File: config.mk
export PLATFORM = sky130hd
export DESIGN_NAME = uart_rx_param
export DESIGN_NICKNAME = d
export VERILOG_FILES = /design/src/rtl/uart_rx_param.sv
export SDC_FILE = /design/constraint.sdc
export NUM_CORES = 1
export LEC_CHECK = 0
export ABC_AREA = 0
export CAP_MARGIN = 20
export CORE_MARGIN = 5
export CORE_UTILIZATION = 64
export DETAILED_ROUTE_END_ITERATION = 16
export MAX_ROUTING_LAYER = met4
export PLACE_DENSITY = 0.84
export SLEW_MARGIN = 5
export SYNTH_ARGS = -nofsm -noshare
export SYNTH_HDL_FRONTEND = slang
export SYNTH_SLANG_ARGS = --single-unit
export TNS_END_PERCENT = 100
File: constraint.sdc
create_clock -name clk -period 4.84 [get_ports clk]
set_input_delay 0.726 -clock clk [delete_from_list [all_inputs] [get_ports clk]]
set_output_delay 0.726 -clock clk [all_outputs]
set_load 0.05 [all_outputs]
File: src/rtl/uart_rx_param.sv
// Parametrised UART receiver: validated start bit, optional parity, 1 or 2 stop bits,
// per-frame error flags and a small receive FIFO with a valid/ready output handshake.
module uart_rx_param #(
   parameter int CLK_FREQ   = 6_250_000,
   parameter int BAUD_RATE  = 230400,
   parameter int DATA_BITS  = 8,
   parameter int PARITY     = 0,
   parameter int STOP_BITS  = 1,
   parameter int FIFO_DEPTH = 4
) (
   input  logic                 clk,
   input  logic                 reset,
   input  logic                 RxD,
   output logic [DATA_BITS-1:0] rx_data,
   output logic                 rx_parity_err,
   output logic                 rx_frame_err,
   output logic                 rx_valid,
   input  logic                 rx_ready,
   output logic                 overrun,
   output logic                 busy
);
   localparam int DIV  = CLK_FREQ / BAUD_RATE;
   localparam int HALF = DIV / 2;
   localparam int CW   = $clog2(DIV + 1);
   localparam int IW   = $clog2(DATA_BITS);
   localparam int AW   = $clog2(FIFO_DEPTH);
   localparam int EW   = DATA_BITS + 2;

   typedef enum logic [2:0] {S_IDLE, S_START, S_DATA, S_PARITY, S_STOP, S_BREAK} state_t;

   state_t               state, state_n;
   logic [CW-1:0]        cnt, cnt_n;
   logic [IW-1:0]        bit_idx, bit_idx_n;
   logic [DATA_BITS-1:0] shift, shift_n;
   logic                 par_err, par_err_n;
   logic                 frm_err, frm_err_n;
   logic                 stop_idx, stop_idx_n;
   logic                 push;
   logic [EW-1:0]        entry;

   logic                 rx_meta, rxs, rxs_prev;
   logic [1:0]           settle;
   logic                 armed;

   // rxs only reflects the pin two cycles after reset; a line that is low then must
   // be seen high before any falling edge is trusted.
   always_ff @(posedge clk) begin
      if (reset) begin
         rx_meta  <= 1'b1;
         rxs      <= 1'b1;
         rxs_prev <= 1'b1;
         settle   <= '0;
         armed    <= 1'b0;
      end else begin
         rx_meta  <= RxD;
         rxs      <= rx_meta;
         rxs_prev <= rxs;
         settle   <= {settle[0], 1'b1};
         armed    <= armed | (settle[1] & rxs);
      end
   end

   always_ff @(posedge clk) begin
      if (reset) begin
         state    <= S_IDLE;
         cnt      <= '0;
         bit_idx  <= '0;
         shift    <= '0;
         par_err  <= 1'b0;
         frm_err  <= 1'b0;
         stop_idx <= 1'b0;
      end else begin
         state    <= state_n;
         cnt      <= cnt_n;
         bit_idx  <= bit_idx_n;
         shift    <= shift_n;
         par_err  <= par_err_n;
         frm_err  <= frm_err_n;
         stop_idx <= stop_idx_n;
      end
   end

   always_comb begin
      state_n    = state;
      cnt_n      = cnt;
      bit_idx_n  = bit_idx;
      shift_n    = shift;
      par_err_n  = par_err;
      frm_err_n  = frm_err;
      stop_idx_n = stop_idx;
      push       = 1'b0;
      case (state)
         S_IDLE: begin
            if (armed && rxs_prev && !rxs) begin
               cnt_n   = '0;
               state_n = S_START;
            end
         end
         S_START: begin
            if (cnt == CW'(HALF)) begin
               if (rxs) begin
                  state_n = S_IDLE;
               end else begin
                  cnt_n     = '0;
                  bit_idx_n = '0;
                  par_err_n = 1'b0;
                  state_n   = S_DATA;
               end
            end else begin
               cnt_n = cnt + 1'b1;
            end
         end
         S_DATA: begin
            if (cnt == CW'(DIV - 1)) begin
               cnt_n            = '0;
               shift_n[bit_idx] = rxs;
               if (bit_idx == IW'(DATA_BITS - 1)) begin
                  frm_err_n  = 1'b0;
                  stop_idx_n = 1'b0;
                  state_n    = (PARITY != 0) ? S_PARITY : S_STOP;
               end else begin
                  bit_idx_n = bit_idx + 1'b1;
               end
            end else begin
               cnt_n = cnt + 1'b1;
            end
         end
         S_PARITY: begin
            if (cnt == CW'(DIV - 1)) begin
               cnt_n = '0;
               // odd mode expects XOR(data, parity) = 1, even mode expects 0
               par_err_n = (^shift) ^ rxs ^ (PARITY == 1);
               state_n   = S_STOP;
            end else begin
               cnt_n = cnt + 1'b1;
            end
         end
         S_STOP: begin
            if (cnt == CW'(DIV - 1)) begin
               cnt_n = '0;
               if (!rxs) frm_err_n = 1'b1;
               if (stop_idx == 1'(STOP_BITS - 1)) begin
                  push    = 1'b1;
                  state_n = rxs ? S_IDLE : S_BREAK;
               end else begin
                  stop_idx_n = stop_idx + 1'b1;
               end
            end else begin
               cnt_n = cnt + 1'b1;
            end
         end
         S_BREAK: begin
            if (rxs) state_n = S_IDLE;
         end
         default: state_n = S_IDLE;
      endcase
   end

   assign entry = {frm_err_n, par_err, shift};
   assign busy  = (state != S_IDLE);

   logic [EW-1:0] mem [FIFO_DEPTH];
   logic [AW-1:0] wr_ptr, rd_ptr;
   logic [AW:0]   count;
   logic          pop, full, wr_en;
   logic [EW-1:0] head;

   assign pop   = rx_valid & rx_ready;
   assign full  = (count == (AW + 1)'(FIFO_DEPTH));
   assign wr_en = push & (~full | pop);

   always_ff @(posedge clk) begin
      if (wr_en) mem[wr_ptr] <= entry;
   end

   always_ff @(posedge clk) begin
      if (reset) begin
         wr_ptr  <= '0;
         rd_ptr  <= '0;
         count   <= '0;
         overrun <= 1'b0;
      end else begin
         if (wr_en) wr_ptr <= wr_ptr + 1'b1;
         if (pop)   rd_ptr <= rd_ptr + 1'b1;
         count   <= count + (AW + 1)'(wr_en) - (AW + 1)'(pop);
         overrun <= push & full & ~pop;
      end
   end

   assign rx_valid      = (count != '0);
   assign head          = mem[rd_ptr];
   assign rx_data       = rx_valid ? head[DATA_BITS-1:0] : '0;
   assign rx_parity_err = rx_valid & head[DATA_BITS];
   assign rx_frame_err  = rx_valid & head[DATA_BITS+1];

endmodule
==> impl_metrics.prom <==
# TYPE chip_impl_metric gauge
chip_impl_info{name="outcome",value="complete, no violations"} 1
chip_impl_metric{name="asyncSetResetFlopFracSynth",unit=""} 0
chip_impl_metric{name="power.density",unit="mW/mm²"} 482
chip_impl_info{name="cts_tree",value="done"} 1
chip_impl_metric{name="wire_length_of_the_first_global_routing_pass",unit="µm"} 10300
chip_impl_metric{name="grt_pass1_vias",unit=""} 2051
chip_impl_metric{name="critPathBufInv",unit=""} 1
chip_impl_metric{name="die_y",unit="µm"} 82.8
chip_impl_metric{name="ant_nets",unit=""} 0
chip_impl_metric{name="setup_viol",unit=""} 0
chip_impl_metric{name="post_cts_resized",unit=""} 0
chip_impl_metric{name="drt_drc_violations_left",unit=""} 0
chip_impl_info{name="crit_chain",value="mux4_2 -> and2_1 -> clkdlybuf4s50_1"} 1
chip_impl_info{name="hold_path.class",value="reg -> reg"} 1
chip_impl_metric{name="synth-edff-count",unit=""} 40
chip_impl_metric{name="period_share",unit=""} 0.681
chip_impl_metric{name="die-area",unit="mm²"} 0.00686
chip_impl_metric{name="total_power",unit="mW"} 1.85
chip_impl_metric{name="timing_hold_violations_final",unit=""} 0
chip_impl_info{name="critPathLaunchType",value="register"} 1
chip_impl_metric{name="tightestPinTransition",unit="ns"} 0.670
chip_impl_metric{name="cts_num_sinks",unit=""} 77
chip_impl_metric{name="floorplan.die.width",unit="µm"} 82.8
chip_impl_metric{name="layout_min_cycle_time",unit="ns"} 3.30
chip_impl_metric{name="detailedRoute.firstPassIterationCount",unit=""} 4
chip_impl_metric{name="final_layout_size_suffix_gt1_frac",unit=""} 0.118
chip_impl_metric{name="setup_total_negative_slack",unit="ns"} 0
chip_impl_metric{name="cts_setup_buffers",unit=""} 0
chip_impl_metric{name="antenna_cells",unit=""} 0
chip_impl_metric{name="clk-insertion-delay-late",unit="ns"} 0.34
chip_impl_info{name="critPathTopFamily",value="flip-flops"} 1
chip_impl_metric{name="max-cap-violations",unit=""} 0
chip_impl_metric{name="io_buffer_count",unit=""} 16
chip_impl_metric{name="worst_clock_skew",unit="ns"} 0.00945
chip_impl_metric{name="fp.coreArea",unit="mm²"} 0.00514
chip_impl_metric{name="vias",unit=""} 2045
chip_impl_metric{name="core.rowCount",unit=""} 26
chip_impl_metric{name="yosysTopAreaCellShare",unit=""} 0.354
chip_impl_metric{name="timing.hold.ws",unit="ns"} 0.424
chip_impl_metric{name="upper_clock_frequency_limit",unit="MHz"} 303
chip_impl_metric{name="synth-warning-count",unit=""} 0
chip_impl_metric{name="ffs_latches_synth",unit=""} 77
chip_impl_metric{name="synth_fp_nets",unit=""} 296
chip_impl_info{name="timing.critical_path.slowest_stage_cell",value="dfxtp_1"} 1
chip_impl_info{name="netlist_top_cells_count",value="40 x edfxtp_1, 37 x dfxtp_1, 33 x nor2_1"} 1
chip_impl_metric{name="detail_route.wl_per_cell",unit="µm"} 16.2
chip_impl_metric{name="post-place-cells",unit=""} 351
chip_impl_metric{name="crit_arrival",unit="ns"} 2.57
chip_impl_metric{name="routed_wl",unit="µm"} 5960
chip_impl_metric{name="grt_use_total",unit=""} 0.197
chip_impl_metric{name="power.ir.vdd_worst",unit="mV"} 0.297
chip_impl_info{name="synthTopCellsByArea",value="edfxtp_1 35%, dfxtp_1 22%, mux4_2 6.6%"} 1
chip_impl_metric{name="areaGrowthSynthToFinish",unit="%"} 12.8
chip_impl_metric{name="regArea",unit="mm²"} 0.00194
chip_impl_metric{name="critical_path.max_stage_delay",unit="ns"} 0.76
chip_impl_info{name="cts.root.buffer_cell",value="clkbuf_8"} 1
chip_impl_metric{name="total_leakage_power",unit="nW"} 1.39
chip_impl_info{name="commonest_register_cell_after_synthesis",value="edfxtp_1"} 1
chip_impl_metric{name="cts.hold.buffers_added",unit=""} 0
chip_impl_metric{name="slew_violations",unit=""} 0
chip_impl_metric{name="clockBufferDepth",unit=""} 2
chip_impl_metric{name="place.detailed.hpwl",unit="µm"} 3950
chip_impl_metric{name="worst_path_maximum_fanout",unit=""} 10
chip_impl_info{name="critical_path.endpoint_type",value="output pin"} 1
chip_impl_metric{name="number_of_standard_cells_after_synthesis",unit=""} 280
chip_impl_metric{name="final.fill_count",unit=""} 342
chip_impl_metric{name="synth.cell_area",unit="mm²"} 0.00339
chip_impl_metric{name="number_of_antenna_violations_at_the_first_check_in_global_routing",unit=""} 0
chip_impl_metric{name="yosys.cell_types.count",unit=""} 47
chip_impl_info{name="grt_setup_unrepaired",value="no"} 1
chip_impl_metric{name="synth_sequential_area_ratio",unit=""} 0.572
chip_impl_metric{name="max-slew-margin-rel",unit=""} 0.553
chip_impl_metric{name="grt_start_max_net_pins",unit=""} 29
chip_impl_metric{name="timing.critical_path.required",unit="ns"} 4.11
chip_impl_metric{name="initial_drc_count",unit=""} 146
chip_impl_metric{name="cts.htree.levels",unit=""} 3
chip_impl_metric{name="initial_utilization",unit=""} 0.660
chip_impl_metric{name="cts-buffers-inserted",unit=""} 9
chip_impl_metric{name="io_pins",unit=""} 17
chip_impl_metric{name="global_route.overflow_total",unit=""} 0
chip_impl_metric{name="nets",unit=""} 308
chip_impl_info{name="synth_most_common_cell",value="edfxtp_1"} 1
chip_impl_info{name="synth.largest_area_cell",value="edfxtp_1"} 1
chip_impl_metric{name="globalplace.congestion",unit=""} 0.844
chip_impl_metric{name="per_cell_via_count_in_the_routed_design",unit=""} 5.57
chip_impl_metric{name="layoutNonFillerInstCount",unit=""} 367
chip_impl_metric{name="clk_pin_slew_worst_paths",unit="ns"} 0.08
chip_impl_metric{name="syn_avg_cell_area",unit="µm²"} 12.1
chip_impl_info{name="critical_path_class",value="reg -> out"} 1
chip_impl_metric{name="multi_input_area",unit="mm²"} 0.00135
area by class of cell:
cell class	instances	area share
sequential	77	0.507
clock inverter	7	0.0310
clock buffer	9	0.0323
multi-input combinational	175	0.351
inverter	12	0.0118
timing repair buffer	17	0.0438
tap	70	0.0229
cell families after synthesis:
kind of cell / Yosys count / share of synthesized area
adders and majority gates: 12 / 0.0464
DFF: 77 / 0.572
buffers and inverters: 28 / 0.0317
AOI/OAI and AO/OA: 28 / 0.0535
xor gates and xnor gates: 13 / 0.0376
muxes: 21 / 0.0992
and+or+nand+nor: 101 / 0.160
where the power goes:
part	internal, mW	switching, mW	leakage, nW	total, mW
clock	0.345	0.233	0.125	0.578
sequential	0.706	0.0477	0.671	0.753
combinational	0.210	0.305	0.590	0.515
total	1.26	0.586	1.39	1.85
stage by stage:
step / utilization / setup WS, ns / cell area, µm²
final: 0.745 / 1.54 / 3830
after global routing: 0.745 / 1.37 / 3830
after global placement: 0.698 / 1.68 / 3590
after detailed placement: 0.698 / 1.61 / 3590
after floorplan: - / 2.05 / 3390
after CTS: 0.745 / 1.48 / 3830
path summary, 6_finish.rpt:
path                                            start                  end  slack [ns]  cells after the start
worst max register to register  state[2]$_SDFFE_PP0P_  count[2]$_SDFF_PP0_        2.16                      9
worst max-delay path                         register        rx_parity_err        1.54                      3
worst min register to register     rx_meta$_SDFF_PP1_       rxs$_SDFF_PP1_        0.42                      1
worst min-delay path               rx_meta$_SDFF_PP1_       rxs$_SDFF_PP1_        0.42                      1
placed cells by master, fill, tap and decap left out, types with 4 or more instances in the layout:
cell	synthesis	layout
ha_1	11	11
clkdlybuf4s50_1	0	16
mux4_2	10	10
o21ai_0	5	5
and2_1	15	15
dfxtp_1	37	37
mux2i_1	10	10
clkbuf_8	0	9
nor2_1	33	33
a21oi_1	6	6
xnor2_1	9	9
inv_1	12	12
nor2b_1	6	6
edfxtp_1	40	40
nand2_1	16	16
nand3b_1	5	5
a22oi_1	5	5
nor3_1	5	5
nand3_1	4	4
sequential cells by signal, indices dropped and copies added, names as in the netlist, 2 cells and up, named ones only:
register	count
cnt	5
count	3
wr_ptr	2
shift	8
settle	2
state	3
mem	40
bit_idx	3
rd_ptr	2
routing by layer:
metal  part of all wire  track usage  up-vias
met5                  0            -        -
met4              0.013       0.0624        0
met3              0.052       0.0535        6
met2               0.52        0.324       50
met1               0.42        0.238      976
li1                   -            -     1013
(Power assumes the default switching activity.)
